$ cat src/rtl/memory_dp_if.sv
// Request/response bundle for the dual-port RAM: port A read/write, port B read-only,
// plus the busy flag raised while the reset sweep runs.
interface memory_dp_if #(
    parameter int ADDR_WIDTH = 8,
    parameter int DATA_WIDTH = 8
);
    logic                  a_en;
    logic                  a_we;
    logic [ADDR_WIDTH-1:0] a_addr;
    logic [DATA_WIDTH-1:0] a_wdata;
    logic [DATA_WIDTH-1:0] a_rdata;
    logic                  a_rvalid;
    logic                  b_en;
    logic [ADDR_WIDTH-1:0] b_addr;
    logic [DATA_WIDTH-1:0] b_rdata;
    logic                  b_rvalid;
    logic                  busy;

    modport master (
        output a_en, a_we, a_addr, a_wdata, b_en, b_addr,
        input  a_rdata, a_rvalid, b_rdata, b_rvalid, busy
    );

    modport slave (
        input  a_en, a_we, a_addr, a_wdata, b_en, b_addr,
        output a_rdata, a_rvalid, b_rdata, b_rvalid, busy
    );
endinterface

$ cat src/rtl/memory_dp.sv
// Dual-port synchronous RAM: port A read/write, port B read-only, one shared array.
// After reset a sweep writes INIT_VALUE to every word before any request is accepted.
module memory_dp #(
    parameter int                    ADDR_WIDTH = 8,
    parameter int                    DATA_WIDTH = 8,
    parameter int                    RDW_MODE   = 0,
    parameter logic [DATA_WIDTH-1:0] INIT_VALUE = '0
) (
    input  logic        clk,
    input  logic        rst,
    memory_dp_if.slave  bus
);
    localparam int DEPTH = 2 ** ADDR_WIDTH;

    typedef enum logic {CLEAR, READY} state_t;

    state_t                state_q, state_d;
    logic [ADDR_WIDTH-1:0] ptr_q, ptr_d;
    logic [DATA_WIDTH-1:0] a_rdata_q, a_rdata_d;
    logic [DATA_WIDTH-1:0] b_rdata_q, b_rdata_d;
    logic                  a_rvalid_q, a_rvalid_d;
    logic                  b_rvalid_q, b_rvalid_d;

    logic [DATA_WIDTH-1:0] mem [DEPTH];
    logic                  mem_we;
    logic [ADDR_WIDTH-1:0] mem_waddr;
    logic [DATA_WIDTH-1:0] mem_wdata;
    logic [DATA_WIDTH-1:0] a_old, b_old;
    logic                  a_wr;

    always_ff @(posedge clk or posedge rst) begin
        if (rst) begin
            state_q    <= CLEAR;
            ptr_q      <= '0;
            a_rdata_q  <= '0;
            b_rdata_q  <= '0;
            a_rvalid_q <= 1'b0;
            b_rvalid_q <= 1'b0;
        end else begin
            state_q    <= state_d;
            ptr_q      <= ptr_d;
            a_rdata_q  <= a_rdata_d;
            b_rdata_q  <= b_rdata_d;
            a_rvalid_q <= a_rvalid_d;
            b_rvalid_q <= b_rvalid_d;
        end
    end

    always_comb begin
        state_d    = state_q;
        ptr_d      = ptr_q;
        a_rdata_d  = a_rdata_q;
        b_rdata_d  = b_rdata_q;
        a_rvalid_d = 1'b0;
        b_rvalid_d = 1'b0;
        mem_we     = 1'b0;
        mem_waddr  = bus.a_addr;
        mem_wdata  = bus.a_wdata;
        a_old      = mem[bus.a_addr];
        b_old      = mem[bus.b_addr];
        a_wr       = bus.a_en && bus.a_we;
        case (state_q)
            CLEAR: begin
                mem_we    = 1'b1;
                mem_waddr = ptr_q;
                mem_wdata = INIT_VALUE;
                ptr_d     = ptr_q + 1'b1;
                if (ptr_q == '1) begin
                    state_d = READY;
                end
            end
            READY: begin
                if (bus.a_en) begin
                    a_rvalid_d = 1'b1;
                    mem_we     = bus.a_we;
                    a_rdata_d  = (bus.a_we && RDW_MODE == 0) ? bus.a_wdata : a_old;
                end
                if (bus.b_en) begin
                    b_rvalid_d = 1'b1;
                    // Write-first forwards port A's data to a colliding port B read.
                    b_rdata_d  = (a_wr && RDW_MODE == 0 && bus.a_addr == bus.b_addr)
                                 ? bus.a_wdata : b_old;
                end
            end
            default: state_d = CLEAR;
        endcase
    end

    // The array has no reset; writes are suppressed while rst is held.
    always_ff @(posedge clk) begin
        if (mem_we && !rst) begin
            mem[mem_waddr] <= mem_wdata;
        end
    end

    assign bus.a_rdata  = a_rdata_q;
    assign bus.b_rdata  = b_rdata_q;
    assign bus.a_rvalid = a_rvalid_q;
    assign bus.b_rvalid = b_rvalid_q;
    assign bus.busy     = (state_q == CLEAR);
endmodule

$ cat src/flat_wrapper.sv
// flat-port wrapper written by rule: the top's interface ports become plain ports
module memory_dp_flat 
#(
    parameter int                    ADDR_WIDTH = 8,
    parameter int                    DATA_WIDTH = 8,
    parameter int                    RDW_MODE   = 0,
    parameter logic [DATA_WIDTH-1:0] INIT_VALUE = '0
)
  (clk, rst, bus_a_en, bus_a_we, bus_a_addr, bus_a_wdata, bus_b_en, bus_b_addr, bus_a_rdata, bus_a_rvalid, bus_b_rdata, bus_b_rvalid, bus_busy);
  memory_dp_if #(.ADDR_WIDTH(ADDR_WIDTH), .DATA_WIDTH(DATA_WIDTH)) bus_i ();
  input  logic clk;
  input  logic rst;
  input wire logic [$bits(bus_i.a_en)-1:0] bus_a_en;
  input wire logic [$bits(bus_i.a_we)-1:0] bus_a_we;
  input wire logic [$bits(bus_i.a_addr)-1:0] bus_a_addr;
  input wire logic [$bits(bus_i.a_wdata)-1:0] bus_a_wdata;
  input wire logic [$bits(bus_i.b_en)-1:0] bus_b_en;
  input wire logic [$bits(bus_i.b_addr)-1:0] bus_b_addr;
  output wire logic [$bits(bus_i.a_rdata)-1:0] bus_a_rdata;
  output wire logic [$bits(bus_i.a_rvalid)-1:0] bus_a_rvalid;
  output wire logic [$bits(bus_i.b_rdata)-1:0] bus_b_rdata;
  output wire logic [$bits(bus_i.b_rvalid)-1:0] bus_b_rvalid;
  output wire logic [$bits(bus_i.busy)-1:0] bus_busy;
  assign bus_i.a_en = bus_a_en;
  assign bus_i.a_we = bus_a_we;
  assign bus_i.a_addr = bus_a_addr;
  assign bus_i.a_wdata = bus_a_wdata;
  assign bus_i.b_en = bus_b_en;
  assign bus_i.b_addr = bus_b_addr;
  assign bus_a_rdata = bus_i.a_rdata;
  assign bus_a_rvalid = bus_i.a_rvalid;
  assign bus_b_rdata = bus_i.b_rdata;
  assign bus_b_rvalid = bus_i.b_rvalid;
  assign bus_busy = bus_i.busy;
  memory_dp #(.ADDR_WIDTH(ADDR_WIDTH), .DATA_WIDTH(DATA_WIDTH), .RDW_MODE(RDW_MODE), .INIT_VALUE(INIT_VALUE)) u_core (.clk(clk), .rst(rst), .bus(bus_i));
endmodule
$ cat config.mk
export PLATFORM = sky130hd
export DESIGN_NAME = memory_dp_flat
export DESIGN_NICKNAME = d
export VERILOG_FILES = /design/src/rtl/memory_dp_if.sv /design/src/rtl/memory_dp.sv /design/src/flat_wrapper.sv
export SDC_FILE = /design/constraint.sdc
export NUM_CORES = 2
export LEC_CHECK = 0
export BUFFER_PORTS_ARGS = -buffer_cell sky130_fd_sc_hd__buf_2
export CAP_MARGIN = 40
export CORE_MARGIN = 4
export CORE_UTILIZATION = 42
export DETAILED_ROUTE_END_ITERATION = 6
export PLACE_DENSITY = 0.61
export SLEW_MARGIN = 0
export SYNTH_ARGS = -nofsm -noshare
export SYNTH_HDL_FRONTEND = slang
export SYNTH_SLANG_ARGS = --single-unit
$ cat constraint.sdc
create_clock -name clk -period 8 [get_ports clk]
set_input_delay 1.2 -clock clk [delete_from_list [all_inputs] [get_ports clk]]
set_output_delay 1.2 -clock clk [all_outputs]
set_load 0.005 [all_outputs]
### Yosys cells after proc, flatten, opt, wreduce, memory -nomap -nowiden

Memory sizes are Yosys's and may differ from the RTL's.
Cells that the tools add are included.

| word-level totals | value |
|---|---|
| word-level logic and storage cells | 31 |
| flip-flop bits (word level) | 27 |
| input bits | 29 |
| output and inout bits | 19 |
| memory bits (writable) | 2048 |
| memories | 1 |

Memories:

| name | words | width | rd ports | clocked after memory_dff | write ports | line | source |
|---|---|---|---|---|---|---|---|
| u_core.mem | 256 | 8 | 2 | 0 | 1 | memory_dp.sv:24 | `logic [DATA_WIDTH-1:0] mem [DEPTH];` |

| cells by class | value |
|---|---|
| equality and inequality tests | 2 |
| add/sub/neg operators | 1 |
| mux-type cells | 14 |
| reduce and logical (&&, ||, !) cells | 6 |
| bitwise logic cells | 1 |

Operator list:

| cell | count |
|---|---|
| two-way mux 8 bit | 4 |
| two-way mux 1 bit | 9 |
| adder 8 x 1 -> 8 bit, second input constant | 1 |
| == test 8 bit | 1 |
| == test 8 bit, second input constant | 1 |
| AND reduction 2 bit | 2 |
| logical AND 1 bit | 3 |
| one-hot mux 1 bit (2 select lines) | 1 |
| logical NOT 1 bit | 1 |
| NOT 1 bit | 1 |

### Depth between registers and ports, before layout

| logic depth | value |
|---|---|
| depth in word-level cells | 5 |
| gate-level depth with buffers | 12 |
| mapped depth without buffers | 7 |

### Least setup slack after synthesis

OpenSTA, ideal clock, no wires.

| timing path | value |
|---|---|
| path kind | in2reg |
| from | input port bus_a_wdata[0] |
| to | memory u_core.mem[0][0] (data pin) |
| library setup time | 867 ps |
| data required time | 7133 ps |
| path slack | 2706 ps |
| stages | 1 |
| arrival | 4427 ps |
| path buffers | 0 |
| cells stage by stage | and2_1 |

| between the ends | value |
|---|---|
| longest elaborated chain between the ends | 1 |

Ends and longest elaborated chain:

| what | line | source |
|---|---|---|
| start: declaration | flat_wrapper.sv:16 | `input wire logic [$bits(bus_i.a_wdata)-1:0] bus_a_wdata;` |
| two-way mux 8 bit | memory_dp.sv:62 | `case (state_q)` |
| end: declaration | memory_dp.sv:24 |  |

Every way passes these cells.

### Worst setup path after layout

| timing path | value |
|---|---|
| from | input port bus_a_addr[2] |
| to | register u_core.a_rdata_q[1] (netlist: u_core.bus.a_rdata[1]) |

| between the ends | value |
|---|---|
| longest elaborated chain between the ends | 2 |

Ends and longest elaborated chain:

| what | line | source |
|---|---|---|
| start: declaration | flat_wrapper.sv:15 | `input wire logic [$bits(bus_i.a_addr)-1:0] bus_a_addr;` |
| memory read (256 x 8 bit) | -- |  |
| two-way mux 8 bit | memory_dp.sv:76 | `a_rdata_d = (bus.a_we && RDW_MODE == 0) ? bus.a_wdata : a_old;` |
| end signal: assignment | memory_dp.sv:42 | `a_rdata_q <= a_rdata_d;` |
| end: declaration | memory_dp.sv:19 | `logic [DATA_WIDTH-1:0] a_rdata_q, a_rdata_d;` |

Every way passes these cells.
A chain may end at the register's enable or synchronous reset.

==> impl_metrics.py <==
metrics = {
    "synth": {
        "synth.mux.area_fraction_pct": 25.8,
        "synth.distinct_cells": 71,
        "synth_top_area_share_pct": 63.0,
        "ys_warn_count": 0,
        "avgSynthCellArea_um2": 19.1,
        "synth_xor_area_share_pct": 0.134,
        "synthSimpleGateAreaFrac_pct": 3.59,
        "ys.flop_type": "edfxtp_1",
        "yosysSeqAreaShare_pct": 63.7,
        "netlist_top_cells_area": "edfxtp_1, mux4_2, mux2i_1, nor2_1, o22ai_1",
        "synthArstFlopShare_pct": 1.30,
        "syn-instance-count": 5123,
        "synth_top_family_by_area": "multiplexers",
        "synth-adder-area-share_pct": 0.0128,
        "synth_compound_area_share_pct": 4.15,
        "syn_area_um2": 97700,
        "synth_nets": 5153,
        "synth_edf_count": 2048,
        "yosysTopAreaCell": "edfxtp_1",
        "ys_ff_latch": 2075,
    },
    "timing": {
        "worst_slew_pin_slew_ns": 1.08,
        "hold_viol_final": 0,
        "finalSetupViolations": 0,
        "tns_ns": 0,
        "finalMaxSlewViolations": 0,
        "finalClockSkew_ns": 0.0724,
        "layout_min_cycle_time_ns": 4.52,
        "rsz0062_at_grt": "false",
        "period_share_pct": 56.5,
        "setup_ws_ns": 3.48,
        "fmax_ghz": 0.221,
        "slew_headroom_pct": 28.2,
    },
    "cells_and_area": {
        "postLayoutCellArea_um2": 109000,
        "nets": 5299,
        "area_growth_pct": 11.8,
        "layout-drive-gt1-share_pct": 31.3,
        "fin_cells": 8486,
    },
    "cts": {
        "clock-sinks": 2075,
        "path_clk_slew_ns": 0.07,
        "cts_hold_buf": 0,
        "cts_tree": "done",
        "cts_resized": 0,
        "postCtsSetupBuffers": 0,
        "cts_max_level": 4,
        "cts_buffer_depth": 3,
        "cts_buffers": 215,
        "clock_latency_ns": 0.89,
        "cts-root-buf": "clkbuf_16",
    },
    "place": {
        "portBuffers": 47,
        "dp_cells": 8060,
        "post_dp_cell_area_um2": 102000,
        "routabilityCongestion": 0.968,
        "dp_hpwl_mm": 205,
        "dp_slack_ns": 2.68,
    },
    "critical_path": {
        "cp_max_fo": 50,
        "cp_data_required_time_ns": 8.76,
        "rr_endpoint": "u_core.mem[224][0]",
        "rrSetupSlack_ns": 3.66,
        "crit_path_top_delay_cell": "buf_4",
        "crit_type": "in -> reg",
        "path_cells": "buf_8, buf_4, buf_4, mux4_2, mux2i_1, a21oi_1, a22o_1, o211ai_1, o21ai_1",
        "slowest_delay_ns": 0.70,
        "worst_setup_path_end_kind": "register",
        "reg2reg_from": "u_core.state_q",
        "r2r.worst_path.cells": 6,
        "cp-start-kind": "primary input",
        "arrival_ns": 5.28,
        "path_common_cell": "buf_4",
    },
    "route": {
        "wl_met3_mm": 35.2,
        "highest_layer": "met5",
        "via_per_inst": 6.77,
        "met1_length_mm": 118,
        "postRouteAntennaNets": 0,
        "finalWirelength_mm": 313,
        "routedWlPerCell_um": 36.8,
        "vias": 57400,
        "met2_length_mm": 144,
        "firstDrtPassIters": 7,
        "dr.first_iter.drc_count": 8298,
        "drc": 4,
    },
    "global_route": {
        "grt_max_degree": 193,
        "antenna_found_initial": 21,
        "grt_use_total_pct": 25.5,
        "grt_pass1_wl_mm": 439,
        "first_global_vias": 56500,
        "grt_overflow": 0,
    },
    "pwr": {
        "p_leak_uw": 0.0296,
        "ir_drop_mv": 0.234,
        "power_density_nw_per_um2": 212,
    },
    "hold_path": {
        "hp-class": "in -> async",
    },
    "run_status": {
        "failed_checks": "DRC",
        "status": "finished, violations left",
    },
    "floorplan": {
        "die_y_um": 490,
        "start_util_pct": 42.3,
        "dieArea_um2": 240000,
        "rows": 176,
        "die_w_um": 490,
        "io_pins": 48,
        "coreArea_um2": 231000,
    },
    "job": {
        "drv_cap": 0,
    },
}
==> sequential cells by signal, indices dropped and copies added, names as in the netlist <==
name	count
u_core.bus.a_rdata	8
u_core.bus.a_rvalid	1
u_core.bus.b_rdata	8
u_core.bus.b_rvalid	1
u_core.mem	2048
u_core.ptr_q	8
u_core.state_q	1
==> cells in the mapped netlist (27+ instances only) <==
| cell type | number |
|---|---|
| a211oi_1 | 71 |
| a21oi_1 | 39 |
| a22oi_1 | 87 |
| and2_1 | 29 |
| buf_2 | 122 |
| buf_4 | 85 |
| buf_6 | 30 |
| clkbuf_1 | 129 |
| dfrtp_1 | 27 |
| edfxtp_1 | 2048 |
| mux2i_1 | 230 |
| mux4_2 | 990 |
| nand2_1 | 157 |
| nand2b_1 | 30 |
| nand3_1 | 51 |
| nor2_1 | 348 |
| nor2b_1 | 32 |
| nor3_1 | 64 |
| o21ai_0 | 56 |
| o221ai_1 | 30 |
| o22ai_1 | 151 |
==> metrics by stage <==
step	hold slack [ns]	total power, uW	util [%]
6_report	0.310	23100	47.3
5_1_grt	0.288	23700	47.3
4_1_cts	0.254	23200	47.2
3_5_place_dp	0.524	13200	44.2
3_3_place_gp	0.515	13200	43.5
2_1_floorplan	0.488	12800	-
==> how the worst max path moves through the flow <==
stage | start | slack [ns] | endpoint
floorplan | bus_a_wdata[0] | 2.71 | u_core.mem[0][0]
global placement | bus_a_addr[5] | 1.46 | u_core.mem[163][5]
detailed placement | bus_a_addr[0] | 2.68 | u_core.bus.a_rdata[2]
CTS | bus_a_addr[0] | 3.62 | u_core.bus.a_rdata[2]
global route | bus_a_addr[0] | 3.40 | u_core.bus.a_rdata[2]
finish | bus_a_addr[2] | 3.48 | u_core.bus.a_rdata[1]
==> kinds of logic after synthesis <==
logic type / after synthesis
AO/OA/AOI/OAI: 580
buffers and inverters: 419
flip-flops: 2075
adder cells (fa/ha/maj): 1
multiplexers: 1254
AND/OR/NAND/NOR: 779
XOR/XNOR: 15
==> layout make-up <==
type                    instances  area [um^2]
clock buffers                 260         5610
clock inverters               132         1430
diodes                         16         40.0
fillers                     18900       122000
inverters                      13         48.8
flip-flops and latches       2075        62200
multi-input cells            2629        33000
repair buffers                335         3070
well taps                    3026         3790
==> power breakdown <==
group / internal [uW] / switching, uW
sequential: 11800 / 0
clock: 5750 / 4380
combinational: 465 / 790
total: 18000 / 5170
==> layout by cell type, fill, tap and decap left out, drive strengths merged, types with 22 or more instances in the layout <==
cell type / netlist / routed
a21oi: 39 / 39
o21ai: 69 / 69
nand2: 158 / 158
nor2: 348 / 348
mux2: 22 / 22
edfxtp: 2048 / 2048
buf: 277 / 334
nand2b: 30 / 30
nor2b: 32 / 32
clkinv: 0 / 93
clkbuf: 129 / 260
o221ai: 30 / 30
and2: 29 / 29
o22ai: 151 / 151
a22oi: 87 / 87
mux2i: 230 / 230
nand3: 51 / 51
dfrtp: 27 / 27
mux4: 1002 / 1002
nor3: 64 / 64
a211oi: 75 / 75
bufinv: 0 / 23
==> critical path, delay by kind of cell <==
family / cells / cell delay (ns)
buffers and inverters: 3 / 1.72
AO/OA/AOI/OAI: 4 / 1.21
multiplexers: 2 / 0.93
==> layer usage <==
metal	global-route usage, %	vias up
met3	7.17	672
met1	34.6	30600
met4	10.8	8
met5	0.0198	-
li1	-	22300
met2	39.0	3845
Power figures use the tool's default switching activity.
